**src/rtl/inst_line_responder_pkg.sv**
```systemverilog
// Shared constants and state encoding for the instruction line responder.
// Imported by the top level and by the line word packer.
package inst_line_responder_pkg;

  localparam int LINE_WORDS = 8;
  localparam int WORD_BITS  = 32;
  localparam int LINE_BITS  = LINE_WORDS * WORD_BITS;
  localparam int SLOT_W     = 3;

  typedef enum logic [2:0] {
    ST_IDLE,
    ST_WAIT,
    ST_FETCH,
    ST_DRAIN,
    ST_RESP
  } state_t;

endpackage

```
**src/rtl/line_word_packer.sv**
```systemverilog
// Line assembly buffer: writes one 32-bit word into the selected slot of a 256-bit register.
// The whole buffer is cleared on reset.
module line_word_packer
  import inst_line_responder_pkg::*;
(
  input  logic                 clk,
  input  logic                 rst_n,
  input  logic                 wr,
  input  logic [SLOT_W-1:0]    slot,
  input  logic [WORD_BITS-1:0] word,
  output logic [LINE_BITS-1:0] line
);

  always_ff @(posedge clk or negedge rst_n) begin
    if (!rst_n) begin
      line <= '0;
    end else if (wr) begin
      line[slot*WORD_BITS +: WORD_BITS] <= word;
    end
  end

endmodule

```
**src/rtl/inst_line_responder.sv**
```systemverilog
// Memory-side responder on the instruction read bus: fetches 8 consecutive words from a
// 1-cycle-latency word memory and returns them as one 256-bit line with a dev_rvalid pulse.
module inst_line_responder
  import inst_line_responder_pkg::*;
#(
  parameter int ADDR_W    = 10,
  parameter int EXTRA_LAT = 0
) (
  input  logic                 cpu_clk,
  input  logic                 cpu_rst_n,
  input  logic [3:0]           cpu_ren,
  input  logic [31:0]          cpu_raddr,
  output logic                 dev_rrdy,
  output logic                 dev_rvalid,
  output logic [LINE_BITS-1:0] dev_rdata,
  output logic                 mem_en,
  output logic [ADDR_W-1:0]    mem_addr,
  input  logic [WORD_BITS-1:0] mem_rdata
);

  localparam int BASE_W = ADDR_W - SLOT_W;

  state_t               state;
  state_t               next_state;
  logic [BASE_W-1:0]    base;
  logic [SLOT_W-1:0]    word_cnt;
  logic [3:0]           wait_cnt;
  logic                 accept;
  logic                 pack_wr;
  logic [SLOT_W-1:0]    pack_slot;
  logic [LINE_BITS-1:0] line;
  logic                 unused_bits;

  assign accept = (state == ST_IDLE) && (cpu_ren != 4'd0);

  // Address bits outside the line index are intentionally dropped, so larger addresses alias.
  assign unused_bits = ^{cpu_raddr[31:ADDR_W+2], cpu_raddr[4:0], line[LINE_BITS-1:LINE_BITS-WORD_BITS]};

  always_ff @(posedge cpu_clk or negedge cpu_rst_n) begin
    if (!cpu_rst_n) begin
      state <= ST_IDLE;
    end else begin
      state <= next_state;
    end
  end

  always_comb begin
    next_state = state;
    case (state)
      ST_IDLE: begin
        if (accept) begin
          next_state = (EXTRA_LAT > 0) ? ST_WAIT : ST_FETCH;
        end
      end
      ST_WAIT: begin
        if (wait_cnt == 4'(EXTRA_LAT - 1)) begin
          next_state = ST_FETCH;
        end
      end
      ST_FETCH: begin
        if (word_cnt == SLOT_W'(LINE_WORDS - 1)) begin
          next_state = ST_DRAIN;
        end
      end
      ST_DRAIN: next_state = ST_RESP;
      ST_RESP:  next_state = ST_IDLE;
      default:  next_state = ST_IDLE;
    endcase
  end

  always_ff @(posedge cpu_clk or negedge cpu_rst_n) begin
    if (!cpu_rst_n) begin
      base     <= '0;
      word_cnt <= '0;
      wait_cnt <= '0;
    end else begin
      if (accept) begin
        base <= cpu_raddr[ADDR_W+1:5];
      end
      wait_cnt <= (state == ST_WAIT) ? wait_cnt + 4'd1 : 4'd0;
      word_cnt <= (state == ST_FETCH) ? word_cnt + SLOT_W'(1) : '0;
    end
  end

  // Read data lags the address by one cycle, so each capture targets the previous slot;
  // in DRAIN word_cnt has wrapped to 0, which makes the slot 7.
  assign pack_wr   = ((state == ST_FETCH) && (word_cnt != '0)) || (state == ST_DRAIN);
  assign pack_slot = word_cnt - SLOT_W'(1);

  line_word_packer u_packer (
    .clk   (cpu_clk),
    .rst_n (cpu_rst_n),
    .wr    (pack_wr),
    .slot  (pack_slot),
    .word  (mem_rdata),
    .line  (line)
  );

  // Word 7 arrives during DRAIN, so it is merged directly; dev_rdata never shows a partial line.
  always_ff @(posedge cpu_clk or negedge cpu_rst_n) begin
    if (!cpu_rst_n) begin
      dev_rdata <= '0;
    end else if (state == ST_DRAIN) begin
      dev_rdata <= {mem_rdata, line[LINE_BITS-WORD_BITS-1:0]};
    end
  end

  assign dev_rrdy   = (state == ST_IDLE);
  assign dev_rvalid = (state == ST_RESP);
  assign mem_en     = (state == ST_FETCH);
  assign mem_addr   = {base, word_cnt};

endmodule

```
**config.mk**
```make
export PLATFORM = sky130hd
export DESIGN_NAME = inst_line_responder
export DESIGN_NICKNAME = d
export VERILOG_FILES = /design/src/rtl/inst_line_responder_pkg.sv /design/src/rtl/line_word_packer.sv /design/src/rtl/inst_line_responder.sv
export SDC_FILE = /design/constraint.sdc
export NUM_CORES = 1
export LEC_CHECK = 0
export CORE_MARGIN = 2
export CORE_UTILIZATION = 45
export DETAILED_ROUTE_END_ITERATION = 10
export PLACE_DENSITY_LB_ADDON = 0.25
export SYNTH_ARGS = -nofsm -noshare
export SYNTH_HDL_FRONTEND = slang
export SYNTH_SLANG_ARGS = --single-unit
```
**constraint.sdc**
```tcl
create_clock -name cpu_clk -period 2.76 [get_ports cpu_clk]
set_input_delay 0.552 -clock cpu_clk [delete_from_list [all_inputs] [get_ports cpu_clk]]
set_output_delay 0.552 -clock cpu_clk [all_outputs]
set_load 0.05 [all_outputs]
```
After elaboration in Yosys (flattened, before gate mapping)
Cells that the tools add are included.
Storage, ports and cells
  bits in registers: 529
  output and inout bits: 269
  ROM bits: 0
  input bits: 70
  logic and storage cells: 35
  memories: 0
  bits in writable memories: 0
  bits in latches: 0
Cells by class
  div/mod/pow operators: 0
  shift-type cells: 2
  bitwise logic cells: 0
  equal/unequal tests: 9
  magnitude comparators: 0
  $add $sub $neg: 4
  mux-type cells: 7
  reduce and logical (&&, ||, !) cells: 7
  $mul: 0
Operators with widths (count)
  256-bit bitwise mux: 1
  32-bit by 34-bit variable shift with 256-bit output (first input constant): 1
  32-bit by 34-bit indexed part select with 256-bit output: 1
  8-bit negation with 34-bit output: 1
  3-bit two-way mux: 4
  3-bit case mux with 4 select lines: 1
  3-bit by 2-bit == test with 1-bit output (second input constant): 2
  3-bit == test (second input constant): 2
  4-bit by 1-bit adder with 4-bit output (second input constant): 1
  4-bit == test (second input constant): 1
  4-bit two-way mux: 1
  2-bit by 1-bit != test with 1-bit output (second input constant): 2
  4-bit nonzero test: 1
  3-bit by 1-bit adder with 3-bit output (second input constant): 1
  3-bit by 1-bit == test with 1-bit output (second input constant): 1
  3-bit logical NOT: 1
  3-bit AND reduction: 1
  3-bit nonzero test: 1
  3-bit by 1-bit subtractor with 3-bit output (second input constant): 1
  1-bit logical AND: 2
  2-bit != test (second input constant): 1
  1-bit logical OR: 1

Depth between registers and ports, before layout
Gate-level depths: netlist of the first run.
  depth in word-level cells: 4
  depth in mapped cells: 10

By module
From an unflattened synthesis of the first run, not the netlist that was laid out.
Unflattened totals
  cell total of the unflattened synthesis: 1482
  area total of the unflattened synthesis: 21279.2 µm²
By module, submodules not included
  line_word_packer: sequential area each 6406.1 µm², times used 1, area an instance 11010.6 µm², cells each 881
  inst_line_responder: sequential area each 6831.6 µm², times used 1, area an instance 10268.6 µm², cells each 601

Least setup slack after synthesis of the first run
No wires, ideal clock.
  path kind: register -> register
  start: reg word_cnt[0]
  end: reg u_packer.line[10]
  arrival: 2.844 ns
  slack: -0.208 ns
  required time: 2.635 ns
  clock period less this slack: 2.968 ns
  cell stages (with the launch flop): 9
  cell sequence: dfrtp_1 inv_1 ha_1 xnor2_2 ha_1 nand2b_1 nor4_4 buf_4 mux2_2
Between the ends
  word-level cells in the longest chain between the ends: 4
RTL lines
  start: declaration: line inst_line_responder.sv:26  | logic [SLOT_W-1:0] word_cnt;
  start signal: assignment: line inst_line_responder.sv:81  | word_cnt <= (state == ST_FETCH) ? word_cnt + SLOT_W'(1) : '0;
  3-bit by 1-bit subtractor with 3-bit output: line inst_line_responder.sv:88  | assign pack_slot = word_cnt - SLOT_W'(1);
  8-bit negation with 34-bit output: line line_word_packer.sv:18  | line[slot*WORD_BITS +: WORD_BITS] <= word;
  32-bit by 34-bit indexed part select with 256-bit output / 32-bit by 34-bit variable shift with 256-bit output (equally long branches): line line_word_packer.sv:18
  256-bit bitwise mux: line line_word_packer.sv:18
  end signal: indexed assignment: line line_word_packer.sv:18
  end: declaration: line line_word_packer.sv:11  | output logic [LINE_BITS-1:0] line
Several ways; a longest one is shown, not always the timed one.
A chain may end at the register's enable or synchronous reset.

Worst setup path in the final report of the first run
  start: reg word_cnt[0]
  end: reg u_packer.line[19]
The elaborated chain is that of the path after synthesis.

==> results by group, run 1 <==
Synthesis
  – Register area share after synthesis: 64.8%
  – FF+latch count, synth: 497
  – Post-synth top area share: 64.8%
  – Ys flop type: dfrtp_1
  – Syn avg cell area: 14.8 µm²
  – Mapped Nets: 1381
  – Synth warn: 0
  – Post-synth top area cell: dfrtp_1
  – Post-synth EDFFs: 0
  – Most frequent cells after synthesis: dfrtp_1 (497), mux2_2 (419), and2_1 (68)
  – Ys async rst share: 100%
  – Synth Instances: 1302
  – Area contributors post-synth: dfrtp_1 (65%), mux2_2 (25%), and2_1 (2.2%)
  – Most frequent cell after synthesis: dfrtp_1
  – Library cells used by synthesis: 32
  – Mapped cell area: 19200 µm²

STA
  – Slack of the critical path: 0.149 ns
  – Minimum clock period: 2.61 ns
  – Final setup violation count: 0
  – Final Max Slew Viols: 0
  – Final Hold Violating Endpoints: 0
  – Final period util: 94.6%
  – RSZ-0062 raised after global routing: no
  – Post-Route Setup TNS: 0 ns
  – Fin Clk Skew: 0.0253 ns
  – Max Freq: 0.383 GHz
  – Rel. slew slack: 56.7%
  – Worst Tran Pin Value: 0.648 ns

Critical path
  – Worst r2r src: word_cnt[0]$_DFF_PN0_
  – CP Data Required Time: 3.23 ns
  – Crit Path Category: flip-flop to flip-flop
  – R2r endpoint: u_packer.line[19]$_DFFE_PN0P_
  – Worst Path Max Fanout: 18
  – Crit start category: flip-flop
  – CP endpoint: u_packer.line[19]$_DFFE_PN0P_
  – Cell count of the worst reg-to-reg path: 8
  – Arr. time, crit path: 3.08 ns
  – Endpoint type of the worst setup path: flip-flop
  – R2r setup slk: 0.15 ns
  – Critical Path Start: word_cnt[0]$_DFF_PN0_

Min path
  – Hold WC Path Type: flip-flop to flip-flop

Die
  – Die Ht: 211 µm
  – Die ar.: 44400 µm²
  – IO Pins: 339
  – Core Rows: 75
  – Die Wd: 211 µm
  – CORE AREA: 42000 µm²
  – Starting density of the core: 45.7%

Cells and area
  – Cell area after layout: 24900 µm²
  – Share of post-route cells with drive strength above 1: 32.7%
  – Area grow syn2layout: 29.5%
  – Fin nets: 1716
  – Fill cells: 3311

Clock tree
  – Clock sink count: 497
  – Worst-Skew Late Latency: 0.59 ns
  – H-tree levels: 2
  – Clock slew at reported path FFs: 0.06 ns
  – CTS Buf Count: 50
  – Post-CTS Setup Inserts: 0
  – Bufs on Longest Clock Path: 3
  – Root buf cell: clkbuf_16
  – CTS tree: done

Global route
  – GRT Total Usage: 21.8%
  – Vias in the first global route: 12200
  – Initial antenna violation count: 4
  – Global route overflow: 0
  – Pin count of the biggest net entering global routing: 70
  – Met2 usage: 33.8%
  – Grt met1 use: 30.7%
  – First-pass GRT wire length: 73700 µm
  – Top Usage Layer GRT: met2
  – Met3 GRT Util: 5.01%

Placed design
  – Final Wtd Congestion: 0.774
  – Worst slack at placement: 0.185 ns
  – Post-DP HPWL: 31200 µm
  – I/O Buffers: 313
  – Cell Area, Placed: 23200 µm²

Routing
  – Drt wl/cell: 21.1 µm
  – First DRT Iteration DRCs: 503
  – Initial DRT Pass Iterations: 4
  – Drt drc: 0
  – Final ANT Viol Nets: 0
  – Vias per inst: 5.12
  – Routed WL: 46900 µm
  – Vias after detailed routing: 11400

Status
  – Status: finished clean

Run
  – Max Cap Violations: 0
-- metal layers --
| layer | up-vias | part of all wire, % |
|---|---|---|
| met5 | - | 0 |
| met4 | 0 | 2.3 |
| met3 | 67 | 6.0 |
| met2 | 258 | 46 |
| met1 | 5853 | 45 |
| li1 | 5182 | - |
-- flip-flops by register name (all words and copies together), names as in the netlist --
register,flops
dev_rdata,256
state,3
u_packer.line,224
base,7
wait_cnt,4
word_cnt,3
-- layout by cell type, fill, tap and decap left out, types with 6 or more instances in the layout --
cell,instances
dfrtp_1,495
mux2_2,419
clkdlybuf4s50_1,309
and2_1,68
nand2_1,64
o21ai_0,60
clkbuf_16,50
inv_1,35
nand3_1,34
buf_4,24
buf_12,15
clkbuf_1,13
clkbuf_8,13
nor2_1,9
ha_1,9
clkinv_2,6
-- cell type report --
type	count	area, µm²	share of cell area (%)
diodes	5	12.5	0.0503
clock buffers	76	1480	5.95
clock inverters	13	163	0.654
inverters	35	131	0.528
multi-input cells	700	6340	25.5
flip-flops and latches	497	12400	50.0
well taps	539	674	2.71
repair buffers	353	3620	14.6
-- through the flow --
step	cells	hold WS [ns]	utilization (%)
5_1_grt	2213	0.485	59.1
3_3_place_gp	2123	0.447	55.2
2_1_floorplan	1302	0.256	-
6_report	2218	0.466	59.2
3_5_place_dp	2123	0.459	55.2
4_1_cts	2213	0.468	59.1
-- kinds of logic after synthesis --
family	share of synthesized area, %
multiplexers	24.8
flip-flops	64.8
adder cells (fa/ha/maj)	0.586
AO/OA/AOI/OAI	1.80
XOR/XNOR	0.176
AND/OR/NAND/NOR	5.49
buffers and inverters	2.39
-- what timing repair did --
item / in CTS / in global routing
hold buffers: 1 / 0
setup endpoints to repair: 3 / 0
endpoints found under the hold margin: 57 / 0
gates resized for setup: 3 / 0
-- critical path, cell delays in order, from the launching register on --
cell,delay [ns]
dfrtp_2,0.40
inv_1,0.20
ha_1,0.24
xnor2_2,0.09
ha_1,0.40
nand2b_1,0.22
nor4_4,0.17
buf_4,0.37
mux2_2,0.38
-- worst min-delay path by stage --
stage	start	to	slack, ns	depth (start not counted)
2_1_floorplan	cpu_rst_n	base[0]$_DFFE_PN0P_	0.26	0
3_3_place_gp	wait_cnt[0]$_DFF_PN0_	wait_cnt[0]$_DFF_PN0_	0.45	1
5_1_grt	wait_cnt[0]$_DFF_PN0_	wait_cnt[0]$_DFF_PN0_	0.48	1
4_1_cts	wait_cnt[0]$_DFF_PN0_	wait_cnt[0]$_DFF_PN0_	0.47	1
3_5_place_dp	wait_cnt[0]$_DFF_PN0_	wait_cnt[0]$_DFF_PN0_	0.46	1
6_report	wait_cnt[0]$_DFF_PN0_	wait_cnt[0]$_DFF_PN0_	0.47	1
Power of run 1 is left out: the tool's default activity adds up to more than one toggle a clock period on the data nets, which glitch-free logic cannot reach.
==> inputs of run 2 (changes only) <==
--- a/config.mk
+++ b/config.mk
@@ -7,8 +7,10 @@
 export LEC_CHECK = 0
 export CORE_MARGIN = 2
 export CORE_UTILIZATION = 45
+export CTS_CLUSTER_DIAMETER = 80
 export DETAILED_ROUTE_END_ITERATION = 10
 export PLACE_DENSITY_LB_ADDON = 0.25
+export REMOVE_ABC_BUFFERS = 1
 export SYNTH_ARGS = -nofsm -noshare
 export SYNTH_HDL_FRONTEND = slang
 export SYNTH_SLANG_ARGS = --single-unit
==> constraint.sdc (replaced) <==
create_clock -name cpu_clk -period 2.45 [get_ports cpu_clk]
set_input_delay 0.49 -clock cpu_clk [delete_from_list [all_inputs] [get_ports cpu_clk]]
set_output_delay 0.49 -clock cpu_clk [all_outputs]
set_load 0.05 [all_outputs]
==> run 2 against run 1 <==
  * Count of clock-buffer cells in the layout down 2
  * Worst hold slack got worse by 0.029 ns
  * Worst setup slack lost 0.072 ns
  * Critical endpoint is now mem_addr[1]
  * Largest cell class unchanged
  * Highest routed layer unchanged
  * Global-route usage down 0.80 points
==> results by group, run 2 (synthesis results as in run 1) <==
Global route
  – GRT Total Usage: 21.0% (-0.80 points)
  – Global route overflow: 0 (unchanged)
  – Vias in the first global route: 12500 (+2.5%)
  – First-pass GRT wire length: 72100 µm (-2.2%)
  – Initial antenna violation count: 0 (-4)
  – Pin count of the biggest net entering global routing: 54 (-23%)

Cells and area
  – Area grow syn2layout: 32.0%
  – Commonest non-fill, non-tap cell in the layout: dfrtp_1
  – Biggest register: dev_rdata
  – Share of post-route cells with drive strength above 1: 34.4% (+1.7 points)
  – Most frequent cells in the layout: dfrtp_1 (497), mux2_2 (419), clkdlybuf4s50_1 (307), and2_1 (68), nand2_1 (64)
  – Multi-input logic area: 6380 µm² (+0.49%)
  – Max reg flops: 256 (unchanged)
  – Cell area after layout: 25300 µm² (+1.9%)
  – Sequential cell area: 12400 µm² (about the same)
  – Fill cells: 3319 (+0.24%)
  – Top flop regs: dev_rdata (256), u_packer.line (224), base (7)
  – Fin nets: 1743 (+1.6%)

Die
  – CORE AREA: 42000 µm² (unchanged)
  – Starting density of the core: 45.7% (unchanged)
  – Core Rows: 75 (unchanged)
  – Die Ht: 211 µm (unchanged)
  – Die Wd: 211 µm (unchanged)
  – Die ar.: 44400 µm² (unchanged)
  – IO Pins: 339 (unchanged)

Critical path
  – Worst r2r src: word_cnt[1]$_DFF_PN0_
  – Cell count of the worst reg-to-reg path: 8 (unchanged)
  – Critical Path Start: word_cnt[1]$_DFF_PN0_
  – Arr. time, crit path: 1.88 ns (-1.20 ns)
  – CP Data Required Time: 1.96 ns (-1.27 ns)
  – Crit Path Category: flip-flop to output port
  – CP endpoint: mem_addr[1]
  – Worst Path Max Fanout: 4 (-14)
  – R2r setup slk: 0.10 ns (-0.05 ns)
  – R2r endpoint: u_packer.line[12]$_DFFE_PN0P_
  – Endpoint type of the worst setup path: output port
  – Crit start category: flip-flop

STA
  – Final Max Slew Viols: 0 (unchanged)
  – Rel. slew slack: 51.2% (-5.5 points)
  – Final setup violation count: 0 (unchanged)
  – Final period util: 96.9%
  – Max Freq: 0.421 GHz
  – Final Hold Violating Endpoints: 0 (unchanged)
  – RSZ-0062 raised after global routing: no
  – Worst Tran Pin Value: 0.731 ns (+0.0832 ns)
  – Fin Clk Skew: 0.0194 ns (-0.00588 ns)
  – Minimum clock period: 2.37 ns
  – Post-Route Setup TNS: 0 ns (unchanged)

Clock tree
  – Clock sink count: 497 (unchanged)
  – H-tree levels: 2 (unchanged)
  – CTS Buf Count: 51 (+2.0%)
  – Post-CTS Setup Inserts: 0 (unchanged)
  – Clock slew at reported path FFs: 0.06 ns (about the same)
  – Root buf cell: clkbuf_16
  – Bufs on Longest Clock Path: 3 (unchanged)
  – CTS tree: done
  – Worst-Skew Late Latency: 0.58 ns (about the same)

Routing
  – Drt drc: 0 (unchanged)
  – Drt wl/cell: 20.5 µm (-3.0%)
  – Vias per inst: 5.18 (+1.2%)
  – Initial DRT Pass Iterations: 4 (unchanged)
  – Routed WL: 45900 µm (-2.0%)
  – First DRT Iteration DRCs: 503 (unchanged)
  – Vias after detailed routing: 11600 (+2.3%)
  – Final ANT Viol Nets: 0 (unchanged)

Min path
  – Hold WC Path Type: primary input to asynchronous set/reset pin

Placed design
  – Post-DP HPWL: 30400 µm (-2.6%)
  – I/O Buffers: 313 (unchanged)
  – Cell Area, Placed: 23600 µm² (+1.5%)
  – Final Wtd Congestion: 0.766 (-1.0%)

Run
  – Max Cap Violations: 0 (unchanged)

Status
  – Status: finished clean
[run 2: cell count changes in the layout (fill, tap and decap cells not counted), moves of 2 or more]
cell	before	now
clkbuf_16	50	53
dfrtp_1	495	497
dfrtp_2	2	0
bufinv_16	3	5
clkinv_2	6	10
buf_4	24	37
diode_2	5	1
clkbuf_1	13	7
inv_6	3	0
clkdlybuf4s50_1	309	307
buf_12	15	28
[run 2: worst min-delay path by stage]
stage	startpoint	to	slack [ns]
floorplan	cpu_rst_n	base[0]$_DFFE_PN0P_	0.19
global placement	cpu_rst_n	dev_rdata[42]$_DFFE_PN0P_	0.45
detailed placement	wait_cnt[0]$_DFF_PN0_	wait_cnt[0]$_DFF_PN0_	0.45
CTS	cpu_rst_n	dev_rdata[42]$_DFFE_PN0P_	0.42
global route	cpu_rst_n	dev_rdata[220]$_DFFE_PN0P_	0.44
finish	cpu_rst_n	dev_rdata[42]$_DFFE_PN0P_	0.44
[run 2: layout make-up]
cell class | instances | area share [%]
clock buffer | 74 | 6.10
timing repair buffer | 378 | 15.7
antenna | 1 | 0.00987
inverter | 35 | 0.518
sequential | 497 | 49.1
tap | 539 | 2.66
clock inverter | 16 | 0.824
multi-input combinational | 701 | 25.2
[run 2: critical path: stages, from the launching register on]
cell and delay (ns):
dfrtp_1 0.36, buf_4 0.14, clkdlybuf4s50_1 0.80
[run 2: per-stage QoR]
step	util [%]	setup slack (ns)	hold WS (ns)	std cells
6_report	60.3	0.0770	0.437	2241
5_1_grt	60.3	0.00752	0.438	2240
4_1_cts	60.2	0.0123	0.423	2239
3_5_place_dp	56.0	0.00670	0.452	2148
3_3_place_gp	56.0	0.0889	0.446	2148
2_1_floorplan	-	-10.29	0.194	1232
[run 2: what timing repair did]
item	in CTS	in global routing
resized for setup	6	8
endpoints found under the setup margin	6	64
hold endpoints to repair	28	0
gates cloned	0	1
hold buffers	1	0
[run 2: per-layer routing]
metal	global-route usage (%)	part of all wire (%)	vias up
met5	0	0	-
met4	5.93	2.5	0
met3	5.96	6.4	68
met2	33.6	47	282
met1	28.2	44	6046
li1	-	-	5220
Power of run 2 is left out for the same reason.
==> inputs of run 3 (changes only) <==
--- a/config.mk
+++ b/config.mk
@@ -7,6 +7,7 @@
 export LEC_CHECK = 0
 export CORE_MARGIN = 2
 export CORE_UTILIZATION = 45
+export CTS_BUF_LIST = sky130_fd_sc_hd__clkbuf_4
 export CTS_CLUSTER_DIAMETER = 80
 export DETAILED_ROUTE_END_ITERATION = 10
 export PLACE_DENSITY_LB_ADDON = 0.25
==> run 3 against run 2 <==
  * Via count increased by 4.1%
  * Register-to-register slack improved by 0.04 ns
  * Highest routed layer unchanged
  * Critical path depth increased by 7
  * Utilization decreased by 0.99 points
  * First-iteration DRC count unchanged
  * Worst hold slack got worse by 0.22 ns
  * Sequential cell count unchanged
  * Count of clock-buffer cells in the layout increased by 120
  * Routed wire length increased by 0.81%
==> results by group, run 3 (synthesis results as in run 1) <==
STA
  – Post-Route Setup TNS: 0 ns (unchanged)
  – Fin Clk Skew: 0.0233 ns (+0.00392 ns)
  – Final period util: 94.3% (-2.6 points)
  – Final Hold Violating Endpoints: 0 (unchanged)
  – Max Freq: 0.433 GHz (+2.8%)
  – Rel. slew slack: 57.7% (+6.5 points)
  – Final setup violation count: 0 (unchanged)
  – Final Max Slew Viols: 0 (unchanged)
  – Worst Tran Pin Value: 0.633 ns (-0.0975 ns)
  – Minimum clock period: 2.31 ns (-0.0637 ns)

Clock tree
  – Worst-Skew Late Latency: 0.81 ns (+0.23 ns)
  – CTS tree: done
  – H-tree levels: 4 (+2)
  – CTS Buf Count: 135 (+160%)
  – Clock slew at reported path FFs: 0.06 ns (about the same)
  – Clock sink count: 497 (unchanged)
  – Root buf cell: clkbuf_4
  – Bufs on Longest Clock Path: 3 (unchanged)

Die
  – Starting density of the core: 45.7% (unchanged)
  – Die ar.: 44400 µm² (unchanged)
  – Die Ht: 211 µm (unchanged)
  – Core Rows: 75 (unchanged)
  – IO Pins: 339 (unchanged)
  – CORE AREA: 42000 µm² (unchanged)
  – Die Wd: 211 µm (unchanged)

Routing
  – Initial DRT Pass Iterations: 5 (+1)
  – Drt wl/cell: 19.5 µm (-5.0%)
  – Vias per inst: 5.08 (-1.9%)
  – Vias after detailed routing: 12100 (+4.1%)
  – Routed WL: 46300 µm (+0.81%)
  – Final ANT Viol Nets: 0 (unchanged)
  – Drt drc: 0 (unchanged)
  – First DRT Iteration DRCs: 503 (unchanged)

Cells and area
  – Biggest register: dev_rdata
  – Share of post-route cells with drive strength above 1: 39.0% (+4.6 points)
  – Commonest non-fill, non-tap cell in the layout: dfrtp_1
  – Layout Utilization: 59.3% (-0.99 points)
  – Area grow syn2layout: 29.8%
  – Top flop regs: dev_rdata (256), u_packer.line (224), base (7)
  – Fill cells: 3522 (+6.1%)
  – Most frequent cells in the layout: dfrtp_1 (495), mux2_2 (419), dlygate4sd2_1 (264), clkbuf_4 (195), and2_1 (68)
  – Fin nets: 1828 (+4.9%)
  – Max reg flops: 256 (unchanged)

Placed design
  – Final Wtd Congestion: 0.766 (unchanged)
  – Post-DP HPWL: 30400 µm (unchanged)
  – I/O Buffers: 313 (unchanged)

Global route
  – Vias in the first global route: 13200 (+5.7%)
  – Global route overflow: 0 (unchanged)
  – GRT Total Usage: 21.6% (+0.63 points)
  – Pin count of the biggest net entering global routing: 54 (unchanged)
  – First-pass GRT wire length: 73700 µm (+2.2%)
  – Initial antenna violation count: 2 (+2)

Critical path
  – Crit start category: flip-flop
  – CP most frequent cell: ha_1
  – Arr. time, crit path: 2.99 ns (+1.11 ns)
  – CP max stage cell: dfrtp_1
  – Crit-path cells: inv_1 -> ha_1 -> xnor2_2 -> ha_1 -> nand2b_1 -> nor4_4 -> buf_4 -> buf_12 -> mux2_2
  – CP Data Required Time: 3.13 ns (+1.17 ns)
  – Endpoint type of the worst setup path: flip-flop
  – Worst Path Max Fanout: 16 (+12)
  – Max incr delay on CP: 0.38 ns (-0.42 ns)
  – Crit Path Category: flip-flop to flip-flop

Status
  – Status: finished clean

Run
  – Max Cap Violations: 0 (unchanged)

Min path
  – Hold WC Path Type: primary input to asynchronous set/reset pin
==> run 3: repair_timing <==
| action | 4_1_cts | 5_1_grt |
|---|---|---|
| pin swaps | 0 | 1 |
| setup buffers | 0 | 1 |
| hold endpoints to repair | 386 | 0 |
| setup endpoints to repair | 272 | 41 |
| gates cloned | 1 | 0 |
| gates resized for setup | 283 | 11 |
| hold buffers | 1 | 0 |
==> run 3: area by class of cell <==
class,instances,area (µm²),area share [%]
Antenna cell,3,7.51,0.0301
Clock buffer,194,1460,5.84
Clock inverter,30,178,0.713
Inverter,35,131,0.527
Multi-Input combinational cell,701,6390,25.6
Sequential cell,497,12400,49.9
Tap cell,539,674,2.71
Timing Repair Buffer,379,3650,14.6
==> run 3: stage by stage <==
stage / setup slack (ns) / instances / hold WS, ns / area, µm²
CTS: -0.114 / 2374 / 0.155 / 24900
global route: -0.00589 / 2378 / 0.147 / 24900
global placement: 0.0889 / 2148 / 0.446 / 23600
detailed placement: 0.00670 / 2148 / 0.452 / 23600
floorplan: -10.29 / 1232 / 0.194 / 18900
finish: 0.141 / 2378 / 0.214 / 24900
==> run 3: final timing paths <==
kind | to | slack, ns | depth (start not counted) | startpoint
worst min-delay path | u_packer.line[61]$_DFFE_PN0P_ | 0.21 | 2 | cpu_rst_n
worst max register to register | u_packer.line[9]$_DFFE_PN0P_ | 0.14 | 9 | word_cnt[1]$_DFF_PN0_
worst min register to register | wait_cnt[0]$_DFF_PN0_ | 0.46 | 1 | wait_cnt[0]$_DFF_PN0_
max in group asynchronous | dev_rdata[117]$_DFFE_PN0P_ | 1.43 | 4 | cpu_rst_n
min in group cpu_clk | base[4]$_DFFE_PN0P_ | 0.30 | 2 | cpu_raddr[9]
worst max-delay path | u_packer.line[9]$_DFFE_PN0P_ | 0.14 | 9 | word_cnt[1]$_DFF_PN0_
==> run 3: per-layer routing <==
metal | up-vias | wire, µm | track usage (%)
met4 | 0 | 1100 | 8.01
met3 | 82 | 3150 | 7.03
met1 | 6189 | 20300 | 28.3
met5 | - | 0 | 0
met2 | 355 | 21800 | 33.9
li1 | 5465 | - | -
==> run 3: worst max-delay path: cells and delay by family (launching register included) <==
family,cells,cell delay [ns]
fa+ha+maj,2,0.52
buf+inv,3,0.48
mux,1,0.35
flops,1,0.38
xor+xnor,1,0.09
simple gates,2,0.34
Power of run 3 is left out for the same reason.
